## src/rtl/rf_wb_arbiter_pkg.sv

```systemverilog
// rf_wb_arbiter_pkg: shared state enum, FIFO depth, starve limit and pending-entry struct
package rf_wb_arbiter_pkg;
  localparam int FIFO_DEPTH = 2;
  localparam logic [1:0] STARVE_LIMIT = 2'd3;
  typedef enum logic [1:0] {EMPTY, PEND, DRAIN} wb_state_e;
  typedef struct packed {
    logic [4:0]  rd;
    logic [31:0] data;
  } wb_entry_t;
endpackage

```

## src/rtl/wb_pending_fifo.sv

```systemverilog
// wb_pending_fifo: 2-entry shift FIFO of long-latency results (push/pop/flush in; count, head, entries out)
module wb_pending_fifo
  import rf_wb_arbiter_pkg::*;
(
  input  logic                             clk,
  input  logic                             rst,
  input  logic                             push,
  input  wb_entry_t                        push_entry,
  input  logic                             pop,
  input  logic                             flush,
  output logic [1:0]                       count,
  output wb_entry_t                        head,
  output wb_entry_t [FIFO_DEPTH-1:0]       entries
);
  wb_entry_t [FIFO_DEPTH-1:0] mem;
  logic [1:0] wr_idx;
  assign wr_idx = count - {1'b0, pop};
  assign head = mem[0];
  assign entries = mem;
  always_ff @(posedge clk or posedge rst) begin
    if (rst) begin
      count <= 2'd0;
      mem   <= '0;
    end else if (flush) begin
      count <= 2'd0;
    end else begin
      if (pop) mem[0] <= mem[1];
      if (push) mem[wr_idx[0]] <= push_entry;
      count <= count + {1'b0, push} - {1'b0, pop};
    end
  end
endmodule

```

## src/rtl/rf_wb_arbiter.sv

```systemverilog
// rf_wb_arbiter: arbitrates the register-file write port between the MEM/WB pipeline and buffered long-latency results
module rf_wb_arbiter
  import rf_wb_arbiter_pkg::*;
(
  input  logic        clk,
  input  logic        rst,
  input  logic        MEM_WB_reg_write,
  input  logic [4:0]  MEM_WB_rd,
  input  logic [31:0] RF_WR_Data,
  input  logic        lt_valid,
  input  logic [4:0]  lt_rd,
  input  logic [31:0] lt_data,
  output logic        lt_ready,
  input  logic        trap_flush,
  output logic        rf_we,
  output logic [4:0]  rf_rd,
  output logic [31:0] rf_wdata,
  output logic        wb_stall,
  output logic [31:0] pending_mask
);
  wb_state_e state, state_d;
  logic [1:0] count, cnt_d, starve, starve_d;
  wb_entry_t head;
  wb_entry_t [FIFO_DEPTH-1:0] entries;
  logic nonempty, pipe_req, waw, head_grant, pipe_grant, push, pop;
  wb_pending_fifo u_fifo (
    .clk(clk),
    .rst(rst),
    .push(push),
    .push_entry('{rd: lt_rd, data: lt_data}),
    .pop(pop),
    .flush(trap_flush),
    .count(count),
    .head(head),
    .entries(entries)
  );
  assign nonempty = count != 2'd0;
  assign lt_ready = count < 2'(FIFO_DEPTH);
  assign pending_mask = (nonempty ? 32'd1 << entries[0].rd : 32'd0) | (count == 2'd2 ? 32'd1 << entries[1].rd : 32'd0);
  assign pipe_req = MEM_WB_reg_write && MEM_WB_rd != 5'd0;
  assign waw = MEM_WB_reg_write && pending_mask[MEM_WB_rd];
  assign push = lt_valid && lt_rd != 5'd0 && !trap_flush && (lt_ready || pop);
  assign pop = head_grant;
  always_ff @(posedge clk or posedge rst) begin
    if (rst) begin
      state  <= EMPTY;
      starve <= 2'd0;
    end else begin
      state  <= state_d;
      starve <= starve_d;
    end
  end
  // DRAIN captures the registered stall causes (full, starved); WAW depends on live pipeline inputs
  always_comb begin
    wb_stall   = state == DRAIN || (nonempty && waw);
    head_grant = !rst && !trap_flush && (wb_stall || (!pipe_req && nonempty));
    pipe_grant = !rst && !wb_stall && pipe_req;
    rf_we      = head_grant || pipe_grant;
    rf_rd      = head_grant ? head.rd : pipe_grant ? MEM_WB_rd : 5'd0;
    rf_wdata   = head_grant ? head.data : pipe_grant ? RF_WR_Data : 32'd0;
    starve_d   = (trap_flush || !nonempty || head_grant) ? 2'd0 : (starve == STARVE_LIMIT ? starve : starve + 2'd1);
    cnt_d      = trap_flush ? 2'd0 : count + {1'b0, push} - {1'b0, pop};
    state_d    = cnt_d == 2'd0 ? EMPTY : (cnt_d == 2'(FIFO_DEPTH) || starve_d == STARVE_LIMIT) ? DRAIN : PEND;
  end
endmodule

```

## config.mk

```make
export PLATFORM = sky130hd
export DESIGN_NAME = rf_wb_arbiter
export DESIGN_NICKNAME = d
export VERILOG_FILES = /design/src/rtl/rf_wb_arbiter_pkg.sv /design/src/rtl/wb_pending_fifo.sv /design/src/rtl/rf_wb_arbiter.sv
export SDC_FILE = /design/constraint.sdc
export NUM_CORES = 1
export LEC_CHECK = 0
export BUFFER_PORTS_ARGS = -buffer_cell sky130_fd_sc_hd__clkbuf_2
export CAP_MARGIN = 20
export CORE_ASPECT_RATIO = 0.5
export CORE_MARGIN = 4
export CORE_UTILIZATION = 35
export CTS_CLUSTER_SIZE = 28
export DETAILED_ROUTE_END_ITERATION = 10
export PLACE_DENSITY = 0.69
export SLEW_MARGIN = 20
export SYNTH_ARGS = -nofsm -noshare
export SYNTH_HDL_FRONTEND = slang
export SYNTH_SLANG_ARGS = --single-unit
```

## constraint.sdc

```tcl
create_clock -name clk -period 3.6 [get_ports clk]
set_clock_uncertainty 0.2 [all_clocks]
set_input_delay 0.36 -clock clk [delete_from_list [all_inputs] [get_ports clk]]
set_output_delay 0.36 -clock clk [all_outputs]
set_load 0.005 [all_outputs]
```

# Word level (Yosys, flattened, before mapping)
# Cells that the tools add are included.
# op_classes
add_sub_neg,4
order_cmp,4
n_eq_ne,5
n_shift,2
mux,19
n_bitwise,2
n_reduce_logical,29
# op_table
op,n
2-to-1 mux 37 bit,4
2-to-1 mux 32 bit,4
bitwise mux 74 bit,1
<< shifter 1 x 5 -> 32 bit (first input constant),2
demux 37 bit (select 1 bit),1
OR 32 bit,1
logical AND 1 bit,12
== test 2 bit (second input constant),5
2-to-1 mux 2 bit,5
2-to-1 mux 5 bit,2
nonzero test 5 bit,2
logical OR 1 bit,7
< comparator 5 x 6 -> 1 bit (second input constant),1
binary-select mux 1 bit (select 5 bit),1
logical NOT 1 bit,5
adder 2 x 1 -> 2 bit,1
adder 2 x 1 -> 2 bit (second input constant),1
logical NOT 2 bit,1
< comparator 1 x 2 -> 1 bit (second input constant),1
< comparator 2 bit (second input constant),1
AND reduction 2 bit,1
nonzero test 2 bit,1
subtractor 2 x 1 -> 2 bit,1
>= comparator 1 bit (second input constant),1
other kinds (3),3
# word_totals
regBits,80
output_inout_bits,72
wordCells,72

# Longest topological paths before layout
# Gate-level depths: netlist (run 1).
# depth
word_depth,19
mapped_depth,19
mapped_depth_nobuf,15

# Hierarchy
# Synthesis (run 1) repeated with hierarchy kept, for this count alone.
# hier_totals
hier_cells,492
area_unflattened_um2,5240.0
# by_module_without_submodules
mod,instances,cells_per_inst,area_each_um2
wb_pending_fifo,1,256,3525.9
rf_wb_arbiter,1,236,1714.1

# Worst setup path after synthesis (run 1)
# OpenSTA, ideal clock, no wires.
# synth_path
path_type,register to register
from,register u_fifo.mem (netlist bit u_fifo.entries[34])
to,register u_fifo.mem (netlist bit u_fifo.entries[0])
setup_time_ps,111
arrival_ps,3563
required_time_ps,3289
slack_ps,-274
stages_incl_launch_ff,18
n_path_buf,5
path_cell_list,dfrtp_1 buf_6 or2_1 buf_2 or3_1 a31oi_1 nand4_1 a21boi_1 a22o_1 a2bb2oi_2 nor2_2 buf_2 ha_1 and2_2 o311a_1 buf_6 buf_4 a222oi_1
# synth_via
elab_chain_len,17
elab_cells_between_ends,22
cone_classes,add/sub: 1; order compare: 2; shift: 1; mux: 9; bitwise: 1; reduce/logical: 8
# synth_rtl
item,line_no,rtl
from (decl),wb_pending_fifo.sv:15,wb_entry_t [FIFO_DEPTH-1:0] mem;
"from (signal, indexed assignment)",wb_pending_fifo.sv:28,if (push) mem[wr_idx[0]] <= push_entry;
<< shifter 1 x 5 -> 32 bit *,rf_wb_arbiter.sv:39,assign pending_mask = (nonempty ? 32'd1 << entries[0].rd : 32'd0) | (count == 2'd2 ? 32'd1 << entries[1].rd : ...
2-to-1 mux 32 bit *,rf_wb_arbiter.sv:39,
OR 32 bit *,rf_wb_arbiter.sv:39,
binary-select mux 1 bit (select 5 bit) *,rf_wb_arbiter.sv:41,assign waw = MEM_WB_reg_write && pending_mask[MEM_WB_rd];
2-to-1 mux 1 bit (not written as such) *,rf_wb_arbiter.sv:41,
logical AND 1 bit *,rf_wb_arbiter.sv:41,
logical AND 1 bit *,rf_wb_arbiter.sv:55,wb_stall = state == DRAIN || (nonempty && waw);
logical OR 1 bit *,rf_wb_arbiter.sv:55,
logical OR 1 bit *,rf_wb_arbiter.sv:56,head_grant = !rst && !trap_flush && (wb_stall || (!pipe_req && nonempty));
logical AND 1 bit *,rf_wb_arbiter.sv:56,
subtractor 1 bit,wb_pending_fifo.sv:17,"assign wr_idx = count - {1'b0, pop};"
< comparator 1 x 2 -> 1 bit (not written as such) / >= comparator 1 bit (equally long branches),wb_pending_fifo.sv:28,
logical AND 1 bit (not written as such),wb_pending_fifo.sv:28,
2-to-1 mux 37 bit (not written as such),wb_pending_fifo.sv:28,
demux 37 bit (select 1 bit),-,
bitwise mux 74 bit,wb_pending_fifo.sv:28,
2-to-1 mux 37 bit *,wb_pending_fifo.sv:28,
# Every way passes the cells marked *; elsewhere a longest branch is shown, timed or not. The select of a mux whose other input is x is not followed.
# A chain may end at the register's enable or synchronous reset.

# Worst setup path after layout (run 1)
# layout_path
from,register u_fifo.mem (netlist bit u_fifo.entries[32])
to,register u_fifo.mem (netlist bit u_fifo.entries[8])
# The elaborated chain is that of the path after synthesis.

==> results of run 1 <==
## worst max-delay path: stages (launching register included)
cell	delay [ns]
dfrtp_1	0.38
or4b_4	0.54
o22a_1	0.22
a32oi_1	0.22
a31oi_1	0.13
nor4_2	0.28
o22ai_2	0.17
a2bb2oi_4	0.17
nor2_4	0.18
ha_4	0.25
and2_4	0.16
o311a_4	0.16
clkbuf_16	0.21
a222oi_1	0.38
## cell type report
class	instances	share of cell area
clock buffer	11	0.0361
clock inverter	5	0.00787
inverter	121	0.0652
multi-input combinational	280	0.356
sequential	80	0.286
tap	192	0.0343
timing repair buffer	219	0.214
## synth_stat cells, types with 2 or more instances
cell | number | area [sq um]
inv_1 | 121 | 454
ha_1 | 2 | 25.0
or2_2 | 4 | 25.0
o31ai_1 | 2 | 15.0
buf_2 | 11 | 55.1
nor2_1 | 10 | 37.5
a222oi_1 | 37 | 370
or3_1 | 2 | 12.5
nor2_2 | 2 | 12.5
nand2_1 | 21 | 78.8
a22o_1 | 38 | 333
o32ai_1 | 4 | 35.0
nand2b_1 | 3 | 18.8
or4b_1 | 2 | 20.0
buf_4 | 5 | 37.5
nand4_1 | 3 | 18.8
o221ai_1 | 13 | 114
nand3_1 | 12 | 60.1
nor2b_1 | 5 | 31.3
mux2i_1 | 37 | 370
nor4_1 | 2 | 12.5
o21ai_0 | 3 | 15.0
or2b_1 | 3 | 22.5
buf_6 | 10 | 113
o22ai_1 | 26 | 163
o21bai_1 | 3 | 22.5
nor3_1 | 7 | 35.0
a31oi_1 | 3 | 18.8
o21a_1 | 3 | 22.5
clkbuf_1 | 5 | 18.8
dfrtp_1 | 80 | 2000
## layer usage
layer / up-vias / wire (um)
li1: 2282 / -
met1: 2484 / 7310
met2: 212 / 8140
met3: 26 / 1010
met4: 0 / 244
met5: - / 0
## logic make-up after synthesis
group                    synth area share
buffers and inverters               0.138
AND/OR/NAND/NOR                     0.104
AO/OA/AOI/OAI                       0.265
XOR/XNOR                          0.00357
adder cells (fa/ha/maj)           0.00510
flip-flops                          0.408
multiplexers                       0.0755
## state kept, by name (all words and copies together) (netlist names)
| register | count |
|---|---|
| starve | 2 |
| state | 2 |
| u_fifo.entries | 74 |
| u_fifo.count | 2 |
## power by group through the flow
stage | clock [mW] | combinational (mW) | sequential [mW]
after CTS | 0.941 | 1.82 | 1.53
after detailed placement | 0 | 1.76 | 1.54
after global placement | 0 | 1.72 | 1.53
after floorplan | 0 | 1.10 | 1.48
final | 0.925 | 2.00 | 1.53
after global routing | 0.978 | 2.17 | 1.57
## worst min path at each step
stage	endpoint	slack, ns	cells after the start
floorplan	starve[0]$_DFF_PP0_	0.25	1
global placement	starve[0]$_DFF_PP0_	0.28	1
detailed placement	starve[0]$_DFF_PP0_	0.27	1
CTS	u_fifo.entries[47]$_DFFE_PP0P_	0.05	3
global route	u_fifo.entries[46]$_DFFE_PP0P_	0.06	3
finish	u_fifo.entries[34]$_DFFE_PP0N_	0.04	2
## timing repair
| item | CTS | global route |
|---|---|---|
| cloned | 1 | 7 |
| gates resized for setup | 22 | 30 |
| setup endpoints to repair | 112 | 116 |
| pin swaps | 11 | 32 |
| buffers inserted | 0 | 5 |
| hold buffers | 0 | 0 |
==> flow_summary.yaml, run 1 <==
global_route:
  grt_pass1_vias: 4707
  grt_first_pass_wirelength_mm: 24.9
  use_met2: 0.322
  grt_use_met3: 0.0334
  met1_usage: 0.254
  antenna_found_initial: 0
  grt_busiest_layer: "met2"
  grt_max_degree: 63
  grt.total_usage: 0.191
  overflow: 0
timing:
  holdWs_ns: 0.0417
  rsz0062_at_grt: "yes"
  post-route-min-period_ns: 3.77
  fmax_mhz: 265
  period_share: 1.05
  slew-limit-headroom: 0.333
  slew_violations: 0
  finalSetupViolations: 114
  worst_slack_ns: -0.170
  fin_setup_tns_ns: -9.77
  hold_viol: 0
  worstMarginPinSlew_ns: 0.994
drt:
  ant_nets: 0
  routed_via_density: 5.51
  wl_per_cell_um: 18.4
  drc: 0
  drt_iter0_drc: 569
  vias: 5004
  drt-total-wl_mm: 16.7
  first_pass_iters: 8
min_path:
  worst_hold_path_type: "in -> async"
finish:
  insertedDiodeCount: 0
  final_common_cell: "clkbuf_2"
  drive_above_1_share: 0.401
  synthToLayoutAreaGrowth_pct: 42.7
  multi_input_area_sq_um: 2490
  mostFrequentLayoutCells: "150 x clkbuf_2, 120 x inv_1, 78 x dfrtp_1"
  fin_nets: 792
  final_cell_area_sq_um: 7000
  fillCellCount: 1246
  seq_area_sq_um: 2000
  finalCoreUtilization: 0.514
  fin_cells: 908
power:
  internal-power_mw: 2.77
  clkPwrFrac: 0.208
  p_switching_mw: 1.68
  ir_worst_vdd_mv: 0.340
  pwr-share-seq: 0.343
  p_leak_nw: 3.82
  power_density_nw_per_um2: 636
  switching_share: 0.377
  combPwrFrac: 0.449
  power_mw: 4.45
yosys:
  synth.avg_cell_area_sq_um: 9.58
  seq_area_frac_synth: 0.408
  synth_ff_type: "dfrtp_1"
  synth.distinct_cells: 64
  synth_seq_cells: 80
  synth_nets: 593
  synth_cells: 512
  async_flop_share: 1.00
  yosysWarnings: 0
  synth_edf_count: 0
  synth_area_sq_um: 4900
placement:
  io_buffers: 150
  place_area_sq_um: 6230
  placed_cells: 879
  place_ws_ns: -0.101
  dp_hpwl_mm: 11.5
  routabilityCongestion: 0.958
cts:
  cts_max_level: 3
  clockBufferDepth: 2
  clk_latency_ns: 0.34
  clk_pin_slew_ns: 0.06
  root_buffer: "clkbuf_16"
  cts_made_buffers: 9
  cts.sinks: 80
  cts_tree: "done"
status:
  violations: "setup timing"
  outcome: "finished, violations left"
setup_path:
  cp.required_ns: 3.61
  reg2reg_depth: 13
  crit_type: "reg -> reg"
  rr_startpoint: "u_fifo.entries[32]$_DFFE_PP0N_"
  startpoint_type: "flip-flop"
  crit_path_end: "u_fifo.entries[8]$_DFFE_PP0N_"
  reg2reg_to: "u_fifo.entries[8]$_DFFE_PP0N_"
  critPathMaxFanout: 18
  critPathCaptureType: "flip-flop"
  critPathArrivalTime_ns: 3.78
  crit_start: "u_fifo.entries[32]$_DFFE_PP0N_"
  timing.reg2reg.setup_slack_ns: -0.17
floorplanning:
  start_util: 0.360
  rows: 30
  fp.dieW_um: 175
  die_h_um: 91.7
  dieArea_sq_um: 16100
  core_sq_um: 13600
  ioPinCount: 151
job:
  maxCapViolations: 0
(Power assumes the default switching activity.)
==> run 2, diff against run 1 <==
--- a/config.mk
+++ b/config.mk
@@ -9,10 +9,11 @@
 export CAP_MARGIN = 20
 export CORE_ASPECT_RATIO = 0.5
 export CORE_MARGIN = 4
-export CORE_UTILIZATION = 35
+export CORE_UTILIZATION = 47
 export CTS_CLUSTER_SIZE = 28
 export DETAILED_ROUTE_END_ITERATION = 10
-export PLACE_DENSITY = 0.69
+export PLACE_DENSITY = 0.86
+export REMOVE_ABC_BUFFERS = 1
 export SLEW_MARGIN = 20
 export SYNTH_ARGS = -nofsm -noshare
 export SYNTH_HDL_FRONTEND = slang
==> flow_summary.yaml, run 2 (synthesis results as in run 1) <==
setup_path:
  critPathMaxFanout: 19
  critPathSlowestCell: "or4b_4"
  reg2reg_depth: 14
  critPathArrivalTime_ns: 4.01
  critPathCaptureType: "flip-flop"
  path_cells: "or4b_4 > o22a_1 > a32oi_1 > a31oi_1 > nor4_2 > o22ai_2 > a2bb2oi_4 > nor2_4 > buf_6 > ha_4 > and2_4 > o311a_4 > buf_6 > a222oi_1"
  crit_cells: 14
  reg2reg_to: "u_fifo.entries[28]$_DFFE_PP0N_"
  startpoint_type: "flip-flop"
  slowest_delay_ns: 0.56
  timing.reg2reg.setup_slack_ns: -0.42
  crit_type: "reg -> reg"
  cp.required_ns: 3.59
  path_common_cell: "buf_6"
  rr_startpoint: "u_fifo.entries[33]$_DFFE_PP0N_"
  cp_num_buf_inv: 2
  crit_family: "compound AO/OA/AOI/OAI gates"
timing:
  slew-limit-headroom: 0.345
  hold_viol: 0
  post-route-min-period_ns: 4.02
  period_share: 1.12
  finalSetupViolations: 114
  rsz0062_at_grt: "yes"
  slew_violations: 0
  worstMarginPinSlew_ns: 0.977
  worst_slack_ns: -0.423
  fmax_mhz: 249
min_path:
  hold_depth: 3
  hold_path_end: "u_fifo.entries[41]$_DFFE_PP0P_"
  hold_start: "lt_data[4]"
  worst_hold_path_type: "in -> reg"
finish:
  multi_input_area_sq_um: 2450
  fillCellCount: 650
  largest_reg_flops: 74
  drive_above_1_share: 0.396
  insertedDiodeCount: 0
  mostFrequentLayoutCells: "133 x clkbuf_2, 118 x inv_1, 79 x dfrtp_1"
  seq_area_sq_um: 2000
  finalCoreUtilization: 0.698
  synthToLayoutAreaGrowth_pct: 45.0
  fin_nets: 801
  final_common_cell: "clkbuf_2"
floorplanning:
  rows: 26
  ioPinCount: 151
  start_util: 0.482
  core_sq_um: 10200
  fp.dieW_um: 152
  die_h_um: 80.2
  dieArea_sq_um: 12200
global_route:
  antenna_found_initial: 0
  grt_first_pass_wirelength_mm: 29.5
  grt.total_usage: 0.306
  grt_max_degree: 38
  overflow: 0
  grt_pass1_vias: 5277
drt:
  wl_met2_mm: 9.91
  first_pass_iters: 11
  vias: 5815
  drt_iter0_drc: 1018
  wl_met3_mm: 2.89
  met1Wirelength_mm: 7.68
  ant_nets: 0
  top_layer_used: "met4"
  wl_per_cell_um: 25.8
  drt-total-wl_mm: 22.3
  drc: 0
  routed_via_density: 6.73
cts:
  cts_made_buffers: 9
  cts_tree: "done"
  cts_max_level: 3
  clk_latency_ns: 0.34
  cts.sinks: 80
  clk_pin_slew_ns: 0.06
  clockBufferDepth: 2
  root_buffer: "clkbuf_16"
power:
  power_mw: 4.85
  ir_worst_vdd_mv: 0.337
  power_density_nw_per_um2: 682
  p_leak_nw: 3.87
placement:
  io_buffers: 150
  dp_hpwl_mm: 11.0
  routabilityCongestion: 0.965
job:
  maxCapViolations: 0
status:
  violations: "setup timing"
  outcome: "finished, violations left"
-- run 2: cell types whose count changed in the layout (fill, tap and decap cells not counted), sizes merged --
cell	before	now
buf	64	87
bufbuf	0	1
bufinv	1	2
clkbuf	166	148
clkinv	2	3
dlygate4sd3	0	1
inv	121	120
-- run 2: repair_timing --
item	CTS	global route
hold endpoints to repair	31	0
gates cloned	7	6
buffers inserted	9	10
pin swaps	14	54
hold buffers	1	0
setup endpoints to repair	110	115
gates resized for setup	23	56
-- run 2: layout make-up --
type                       instances  share of cell area
multi-input combinational        280               0.345
sequential                        80               0.282
timing repair buffer             228               0.241
inverter                         121              0.0640
clock buffer                       9              0.0317
tap                              140              0.0246
clock inverter                     6              0.0120
-- run 2: metal layers --
layer	vias to the layer above	global-route usage
met5	-	0
li1	2304	-
met4	0	0.140
met3	191	0.0802
met2	627	0.511
met1	2693	0.379
-- run 2: report_power, final --
group	total [mW]	internal, mW	leakage [nW]	switching (mW)
sequential	1.61	1.31	0.854	0.304
combinational	2.25	0.950	2.87	1.30
clock	0.985	0.601	0.147	0.384
-- run 2: how the worst max path moves through the flow --
stage | start | end | slack [ns]
2_1_floorplan | u_fifo.count[1]$_DFF_PP0_ | u_fifo.entries[37]$_DFFE_PP0P_ | -3.07
6_report | u_fifo.entries[33]$_DFFE_PP0N_ | u_fifo.entries[28]$_DFFE_PP0N_ | -0.42
3_3_place_gp | u_fifo.count[1]$_DFF_PP0_ | u_fifo.entries[69]$_DFFE_PP0P_ | 0.02
4_1_cts | u_fifo.entries[32]$_DFFE_PP0N_ | rf_wdata[23] | -0.16
5_1_grt | u_fifo.entries[33]$_DFFE_PP0N_ | u_fifo.entries[59]$_DFFE_PP0P_ | -0.51
3_5_place_dp | u_fifo.count[1]$_DFF_PP0_ | u_fifo.entries[32]$_DFFE_PP0N_ | -0.10
-- run 2: stage by stage --
| stage | worst slack [ns] | instance area [sq um] | setup TNS, ns | hold slack [ns] | cells |
|---|---|---|---|---|---|
| 2_1_floorplan | -3.07 | 4680 | -192.16 | 0.232 | 481 |
| 3_3_place_gp | 0.0161 | 6060 | 0 | 0.263 | 818 |
| 3_5_place_dp | -0.105 | 6080 | -2.07 | 0.270 | 819 |
| 4_1_cts | -0.162 | 6780 | -8.67 | 0.0667 | 851 |
| 5_1_grt | -0.513 | 7110 | -47.87 | 0.0809 | 864 |
| 6_report | -0.423 | 7110 | -38.10 | 0.0627 | 864 |
-- run 2: worst register-to-register path, cell delays in order (launching register included) --
cell and delay, ns:
dfrtp_1 0.42, or4b_4 0.56, o22a_1 0.25, a32oi_1 0.20, a31oi_1 0.14, nor4_2 0.26, o22ai_2 0.16, a2bb2oi_4 0.18
nor2_4 0.18, buf_6 0.12, ha_4 0.21, and2_4 0.17, o311a_4 0.17, buf_6 0.20, a222oi_1 0.47
